--- src/rtl/uart_pkg.sv ---
// uart_pkg: shared FSM encoding, baud codes and watchdog default for the UART TX arbiter
package uart_pkg;
  typedef enum logic [1:0] {ST_IDLE, ST_GRANT, ST_SEND, ST_WAIT} arb_state_t;
  localparam logic [2:0] BAUD_9600   = 3'd0;
  localparam logic [2:0] BAUD_19200  = 3'd1;
  localparam logic [2:0] BAUD_38400  = 3'd2;
  localparam logic [2:0] BAUD_57600  = 3'd3;
  localparam logic [2:0] BAUD_115200 = 3'd4;
  localparam int TIMEOUT_DEFAULT = 200000;
endpackage

--- src/rtl/uart_tx_arbiter_rr_pick.sv ---
// rr_pick: round-robin selector, the first set request after last_grant wins
module rr_pick #(
  parameter int N_REQ = 4
) (
  input  logic [N_REQ-1:0] req,
  input  logic [2:0]       last_grant,
  output logic             valid,
  output logic [2:0]       idx
);
  // scan from farthest to nearest so the nearest request after last_grant is written last
  always_comb begin
    valid = 1'b0;
    idx = 3'd0;
    for (int k = N_REQ; k > 0; k--) begin
      if (((req >> ((int'(last_grant) + k) % N_REQ)) & N_REQ'(1)) != '0) begin
        valid = 1'b1;
        idx = 3'((int'(last_grant) + k) % N_REQ);
      end
    end
  end
endmodule

--- src/rtl/uart_tx_arbiter.sv ---
// uart_tx_arbiter: round-robin sharing of one UART transmitter among N_REQ byte requesters
module uart_tx_arbiter import uart_pkg::*; #(
  parameter int          N_REQ       = 4,
  parameter logic [2:0]  BAUD_SEL    = BAUD_115200,
  parameter int          TIMEOUT_CYC = TIMEOUT_DEFAULT
) (
  input  logic               clk,
  input  logic               rst,
  input  logic [N_REQ-1:0]   req,
  input  logic [8*N_REQ-1:0] req_data,
  output logic [N_REQ-1:0]   req_ack,
  output logic               tx_send_en,
  output logic [7:0]         tx_data_byte,
  output logic [2:0]         tx_baud_set,
  input  logic               tx_done,
  input  logic               tx_busy,
  output logic [2:0]         grant_id,
  output logic               timeout_err
);
  localparam int WW = $clog2(TIMEOUT_CYC);
  arb_state_t state, state_n;
  logic [2:0] win, win_n, last_grant, last_grant_n, grant_id_n;
  logic [7:0] byte_n;
  logic send_n, err_n;
  logic [N_REQ-1:0] ack_n;
  logic [WW-1:0] wdog, wdog_n;
  logic pick_valid;
  logic [2:0] pick_idx;

  rr_pick #(.N_REQ(N_REQ)) u_pick (
    .req(req),
    .last_grant(last_grant),
    .valid(pick_valid),
    .idx(pick_idx)
  );

  assign tx_baud_set = BAUD_SEL;

  // next state and next values of every registered output; tx_done wins over watchdog expiry
  always_comb begin
    state_n = state;
    win_n = win;
    last_grant_n = last_grant;
    grant_id_n = grant_id;
    byte_n = tx_data_byte;
    send_n = 1'b0;
    ack_n = '0;
    err_n = 1'b0;
    wdog_n = wdog;
    case (state)
      ST_IDLE: if (pick_valid && !tx_busy) begin
        state_n = ST_GRANT;
        win_n = pick_idx;
      end
      ST_GRANT: begin
        byte_n = req_data[8*win +: 8];
        grant_id_n = win;
        state_n = ST_SEND;
      end
      ST_SEND: begin
        send_n = 1'b1;
        wdog_n = '0;
        state_n = ST_WAIT;
      end
      ST_WAIT: begin
        if (tx_done) begin
          ack_n = N_REQ'(1) << grant_id;
          last_grant_n = grant_id;
          state_n = ST_IDLE;
        end else if (wdog == WW'(TIMEOUT_CYC - 1)) begin
          err_n = 1'b1;
          last_grant_n = grant_id;
          state_n = ST_IDLE;
        end else wdog_n = wdog + WW'(1);
      end
      default: state_n = ST_IDLE;
    endcase
  end

  // state and output registers, cleared asynchronously so a reset drops any grant in flight
  always_ff @(posedge clk or negedge rst) begin
    if (!rst) begin
      state <= ST_IDLE;
      win <= 3'd0;
      last_grant <= 3'(N_REQ - 1);
      grant_id <= 3'd0;
      tx_data_byte <= 8'h00;
      tx_send_en <= 1'b0;
      req_ack <= '0;
      timeout_err <= 1'b0;
      wdog <= '0;
    end else begin
      state <= state_n;
      win <= win_n;
      last_grant <= last_grant_n;
      grant_id <= grant_id_n;
      tx_data_byte <= byte_n;
      tx_send_en <= send_n;
      req_ack <= ack_n;
      timeout_err <= err_n;
      wdog <= wdog_n;
    end
  end
endmodule

--- config.mk ---
export PLATFORM = sky130hd
export DESIGN_NAME = uart_tx_arbiter
export DESIGN_NICKNAME = d
export VERILOG_FILES = /design/src/rtl/uart_pkg.sv /design/src/rtl/uart_tx_arbiter_rr_pick.sv /design/src/rtl/uart_tx_arbiter.sv
export SDC_FILE = /design/constraint.sdc
export NUM_CORES = 1
export LEC_CHECK = 0
export ABC_AREA = 1
export CAP_MARGIN = 20
export CORE_MARGIN = 1.5
export CORE_UTILIZATION = 28
export CTS_CLUSTER_DIAMETER = 80
export DETAILED_ROUTE_END_ITERATION = 12
export SETUP_SLACK_MARGIN = 0.4
export SLEW_MARGIN = 20
export SYNTH_ARGS = -nofsm -noshare
export SYNTH_HDL_FRONTEND = slang
export SYNTH_SLANG_ARGS = --single-unit
--- constraint.sdc ---
create_clock -name clk -period 1.7 [get_ports clk]
set_input_delay 0.34 -clock clk [delete_from_list [all_inputs] [get_ports clk]]
set_output_delay 0.34 -clock clk [all_outputs]
set_load 0.05 [all_outputs]
== Yosys cells after proc, flatten, opt, wreduce, memory -nomap -nowiden ==
Index checks and enable logic that the tools add are counted.
Widths: inputs -> output; s select.

* Add/subtract/negate cells: 5
* $mul: 0
* Div/mod/pow operators: 0
* Order comparisons: 0
* Equal/unequal tests: 8
* Shift-type cells: 6
* Muxes and demuxes: 23
* Bitwise logic cells: 4
* Reductions and logical operators: 13

{| class="wikitable"
|+ Operator list
! operator !! number
|-
| $shr 4x32->1 || 4
|-
| $mux 18 || 2
|-
| $pmux 18 s2 || 1
|-
| $shiftx 32x7->8 || 1
|-
| $add 18x1->18 const B || 1
|-
| $eq 18x18->1 const B || 1
|-
| $mux 3 || 4
|-
| $mux 2 || 5
|-
| $mux 1 || 8
|-
| $mux 4 || 2
|-
| $pmux 2 s4 || 1
|-
| $reduce_or 2->1 || 4
|-
| $ne 2x2->1 const B || 3
|-
| $reduce_and 2->1 || 3
|-
| $add 2x1->2 const B || 2
|-
| $add 2x2->2 const B || 2
|-
| $and 1x1->1 const A || 4
|-
| $eq 2x2->1 const B || 2
|-
| $reduce_bool 2->1 || 2
|-
| $shl 1x3->4 const A || 1
|-
| $ne 3x3->1 const B || 1
|-
| $reduce_and 3->1 || 1
|-
| $eq 2x1->1 const B || 1
|-
| $logic_not 2->1 || 1
|-
| 2 further kinds || 2
|}

* Flip-flop bits (word level): 42
* Bits in latches: 0
* RAM bits: 0
* ROM bits: 0
* Input bits: 40
* Output and inout port bits: 20
* Logic and storage cells: 68
* Memories kept: 0

== Depth between registers and ports, before layout ==
Gate-level depths: netlist of run 1.

* Depth in word-level cells: 11
* Mapped depth: 11
* Gate-level depth less buffers: 11

== Cells and area by module ==
From an unflattened synthesis of run 1, not the netlist that was laid out.

* Cell total of the unflattened synthesis: 359
* Area total of the unflattened synthesis: 2667.6 sq um

{| class="wikitable"
|+ By module, submodules not included
! module !! times used !! cells each !! area each (sq um) !! sequential area each (sq um)
|-
| uart_tx_arbiter || 1 || 306 || 2409.8 || 1078.5
|-
| rr_pick || 1 || 53 || 257.7 || 0.0
|}

== Worst setup path before layout of run 1 ==
OpenSTA, ideal clock, no wires.

* Kind: register -> register
* From: register wdog[1]
* To: register wdog[15]
* Library setup time: 0.118 ns
* Data arrival time: 1.419 ns
* Required time: 1.582 ns
* Path slack: 0.164 ns
* Cell stages (with the launch flop): 10
* Path buffers: 1
* Period minus slack after synthesis: 1.536 ns
* Cell sequence: dfrtp_1 > ha_1 > nand2_2 > nor3_4 > nand3_4 > nand2_4 > nand2_4 > buf_6 > nand3_1 > nand2_1

* Word-level cells in the longest chain between the ends: 4
* Elaborated cells on any way between the ends: 7
* Classes of those cells: add/sub (1); eq/ne (2); mux (3); reduce/logical (1)

{| class="wikitable"
|+ Ends and longest elaborated chain
! item !! RTL line !! text
|-
| start, declared || uart_tx_arbiter.sv:26 || <nowiki>logic [WW-1:0] wdog, wdog_n;</nowiki>
|-
| start signal, assigned || uart_tx_arbiter.sv:101 || <nowiki>wdog <= wdog_n;</nowiki>
|-
| $add 18x1->18 || uart_tx_arbiter.sv:74 || <nowiki>end else wdog_n = wdog + WW'(1);</nowiki>
|-
| $mux 18 || uart_tx_arbiter.sv:70 || <nowiki>end else if (wdog == WW'(TIMEOUT_CYC - 1)) begin</nowiki>
|-
| $mux 18 || uart_tx_arbiter.sv:66 || <nowiki>if (tx_done) begin</nowiki>
|-
| $pmux 18 s2 || uart_tx_arbiter.sv:50 || <nowiki>case (state)</nowiki>
|}

Parallel ways exist; a longest one is shown, timed or not. The select of a mux whose other input is x is not followed.
A chain may end at the register's enable or synchronous reset.

== Worst setup path after layout of run 1 ==
* From: register wdog[0]
* To: register wdog[15]

The elaborated chain is that of the path after synthesis.

==> results.ini, run 1 <==
[status]
status=complete, no violations

[floorplanning]
start_util_pct=28.68
row_count=34
die_area_sq_um=9462
coreArea_sq_um=8678
die_y_microns=97.28
io-pin-count=60
die_w_microns=97.28

[critical_path]
path_class=flop to flop
endpoint_kind=flop
cpPeakStageDelay_ps=400
crit_top_cell=nand2_4
crit_chain=ha_4 -> nand2_4 -> nor3_4 -> nand3_4 -> nand2_4 -> nand2_8 -> buf_12 -> nand3_2 -> nand2_1
critPathMaxFanout=6
worst_setup_path_start_kind=flop
cpMaxStageDelayCell=dfrtp_1
cp_data_arrival_time_ps=1690
worst-endpoint-required_ps=1890

[sta]
finalSetupViolCount=0
setup-tns-final_ps=0
fmax_mhz=665.9
rsz0062_at_grt=true
hold_viol_final=0
finalMaxSlewViolations=0
fin_crit_sh_pct=88.34
min_period_ps=1502
finClkSkew_ps=9.270

[synthesis]
avgSynthCellArea_sq_um=7.234
synth-seq-cells=40
synth_mux_area_share_pct=0
yosysWarnings=0
synth_top_area_share_pct=38.21
synth_compound_area_share_pct=10.56
synth_top_family_by_area=simple AND/OR/NAND/NOR gates
synthAdderAreaFrac_pct=3.017
synthTopCellsByArea=dfrtp_1, nand2_1, nor2_1
yosysTopAreaCell=dfrtp_1
ys_types=31
ys_seq_area_share_pct=40.32
syn_area_sq_um=2489
synth-xor-area-share_pct=3.871
yosys.area_share.simple_pct=33.48
syn-instance-count=344

[power_and_ir_drop]
peakVddDrop_mv=0.5322
p_leak_nw=1.676
power.density_nw_per_um2=1480

[layout]
layout.nets=471
layout-drive-gt1-share_pct=29.58
multiInputGateArea_sq_um=1515
area_growth_pct=50.03
area.sequential_sq_um=1007
fill_cells=876
antenna_cells=0
final_core_util_pct=43.02

[grt]
antenna_found_initial=0
grt_max_degree=23
grt_util_all_layers_pct=13.79
grt_pass1_wl_microns=10820
first_global_vias=2379
grt-ovfl-total=0

[route]
first_iter_violations=55
drc=0
routed_wl_microns=6588
first_pass_iters=4
routedWlPerCell_microns=12.34
avgViaCountPerCell=4.670
vias=2494
ant_nets=0

[placed_design]
port_buffers=55
dp_hpwl_microns=4608
place.gp.congestion=0.8702

[clock_tree]
cts_buffer_depth=2
numCtsBuffers=5
path_clk_slew_ps=80
clock_latency_ps=300
cts_tree=built
ctsHtreeMaxLevel=2
root_buffer=clkbuf_8
cts_sinks=40

[run]
cap_violations=0

[hold_path]
min_path_type=input port to asynchronous set/reset pin

state kept, by name, summed over array words and instances, names as in the netlist:
name and count:
timeout_err 1, tx_send_en 1, state 2, req_ack 4, grant_id 2, tx_data_byte 8
win 2, last_grant 2, wdog 18
layout make-up:
class                      count  area share (%)
tap                          108           3.619
sequential                    40           26.98
multi-input combinational    262           40.58
inverter                      31           3.887
clock inverter                 1          0.8043
clock buffer                   7           2.580
timing repair buffer          85           21.55
what timing repair did:
| action | 4_1_cts | 5_1_grt |
|---|---|---|
| setup buffers | 6 | 7 |
| endpoints found under the hold margin | 2 | 0 |
| resized for setup | 44 | 43 |
| hold buffers | 1 | 0 |
| pin swaps | 16 | 15 |
| cloned | 2 | 0 |
| setup endpoints to repair | 32 | 35 |
placed cells by master, fill, tap and decap left out, types with 4 or more instances in the layout:
cell,synthesis,layout
o21ai_0,29,21
nand4_1,5,5
conb_1,2,4
nor2_2,0,5
o21ai_2,5,9
clkbuf_8,0,7
buf_6,1,7
nand2_4,2,7
inv_1,28,24
ha_1,6,4
nand2_2,1,19
a31oi_1,8,8
nand2_1,88,64
dfrtp_1,38,35
nor3_1,10,8
buf_4,4,35
nor2_1,64,58
xor2_1,10,10
clkdlybuf4s50_1,0,38
nand3_1,21,14
nand3_2,0,7
path summary, 6_finish.rpt:
| kind | startpoint | end | slack, ps | cells past startpoint |
|---|---|---|---|---|
| worst min-delay path | rst | wdog[11] | 510 | 2 |
| worst max-delay path | wdog[0] | wdog[15] | 200 | 9 |
| min in group clk | tx_data_byte[4] | tx_data_byte[4] | 550 | 2 |
| max in group asynchronous | rst | win[1] | 690 | 3 |
| worst max register to register | wdog[0] | wdog[15] | 200 | 9 |
| worst min register to register | tx_data_byte[4] | tx_data_byte[4] | 550 | 2 |
synthesized netlist by cell type (all sizes together):
library cell	instances
nand2	91
nor2	64
dfrtp	38
o21ai	34
inv	29
nand3	22
nor3	11
xor2	10
a31oi	8
buf	7
clkbuf	6
ha	6
nand4	5
o22ai	3
clkinv	2
conb	2
dfstp	2
a21oi	1
and2	1
nand3b	1
xnor2	1
worst max-delay path: cells and delay by family (launching register included):
kind          cells  cell delay, ps
flops             1             400
simple gates      7             660
fa+ha+maj         1             160
buf+inv           1             160
cells by family (layout without fill, tap and decap cells):
kind of cell	count (synthesis)	after routing
compound gates	46	46
other cells	2	4
buf+inv	44	124
simple gates	195	195
flops	40	40
fa+ha+maj	6	6
xor+xnor	11	11
power breakdown:
group          total [mW]  internal, mW  switching (mW)  leakage (nW)
Sequential           1.41          1.21           0.204         0.509
Clock               0.866         0.518           0.347        0.0645
Combinational        3.25          1.25            2.00          1.10
Total                5.53          2.98            2.55          1.68
metrics by stage:
stage               hold WS (ps)  cells  instance area, sq um  power (mW)  setup slack [ps]
floorplan                  44.41    346                  2511       3.269             212.9
global placement           309.6    510                  3187       3.984             59.88
detailed placement         319.0    510                  3187       4.032             10.70
CTS                        528.4    527                  3553       5.279             170.2
global route               558.5    534                  3734       5.926             103.4
finish                     510.7    534                  3734       5.525             198.2
per-layer routing:
metal / GRT usage (%) / share of wire (%) / vias up
li1: - / - / 1253
met1: 17.62 / 45 / 1168
met2: 23.67 / 49 / 62
met3: 2.014 / 3.8 / 11
met4: 5.055 / 1.9 / 0
met5: 0 / 0 / -
No activity file was read; power rests on OpenSTA's default activity.
==> inputs of run 2 (changes only) <==
--- a/config.mk
+++ b/config.mk
@@ -10,6 +10,7 @@
 export CORE_MARGIN = 1.5
 export CORE_UTILIZATION = 28
 export CTS_CLUSTER_DIAMETER = 80
+export CTS_CLUSTER_SIZE = 30
 export DETAILED_ROUTE_END_ITERATION = 12
 export SETUP_SLACK_MARGIN = 0.4
 export SLEW_MARGIN = 20
==> results of run 2 <==
No change in the layout: final DEF, timing and power equal those of run 1.
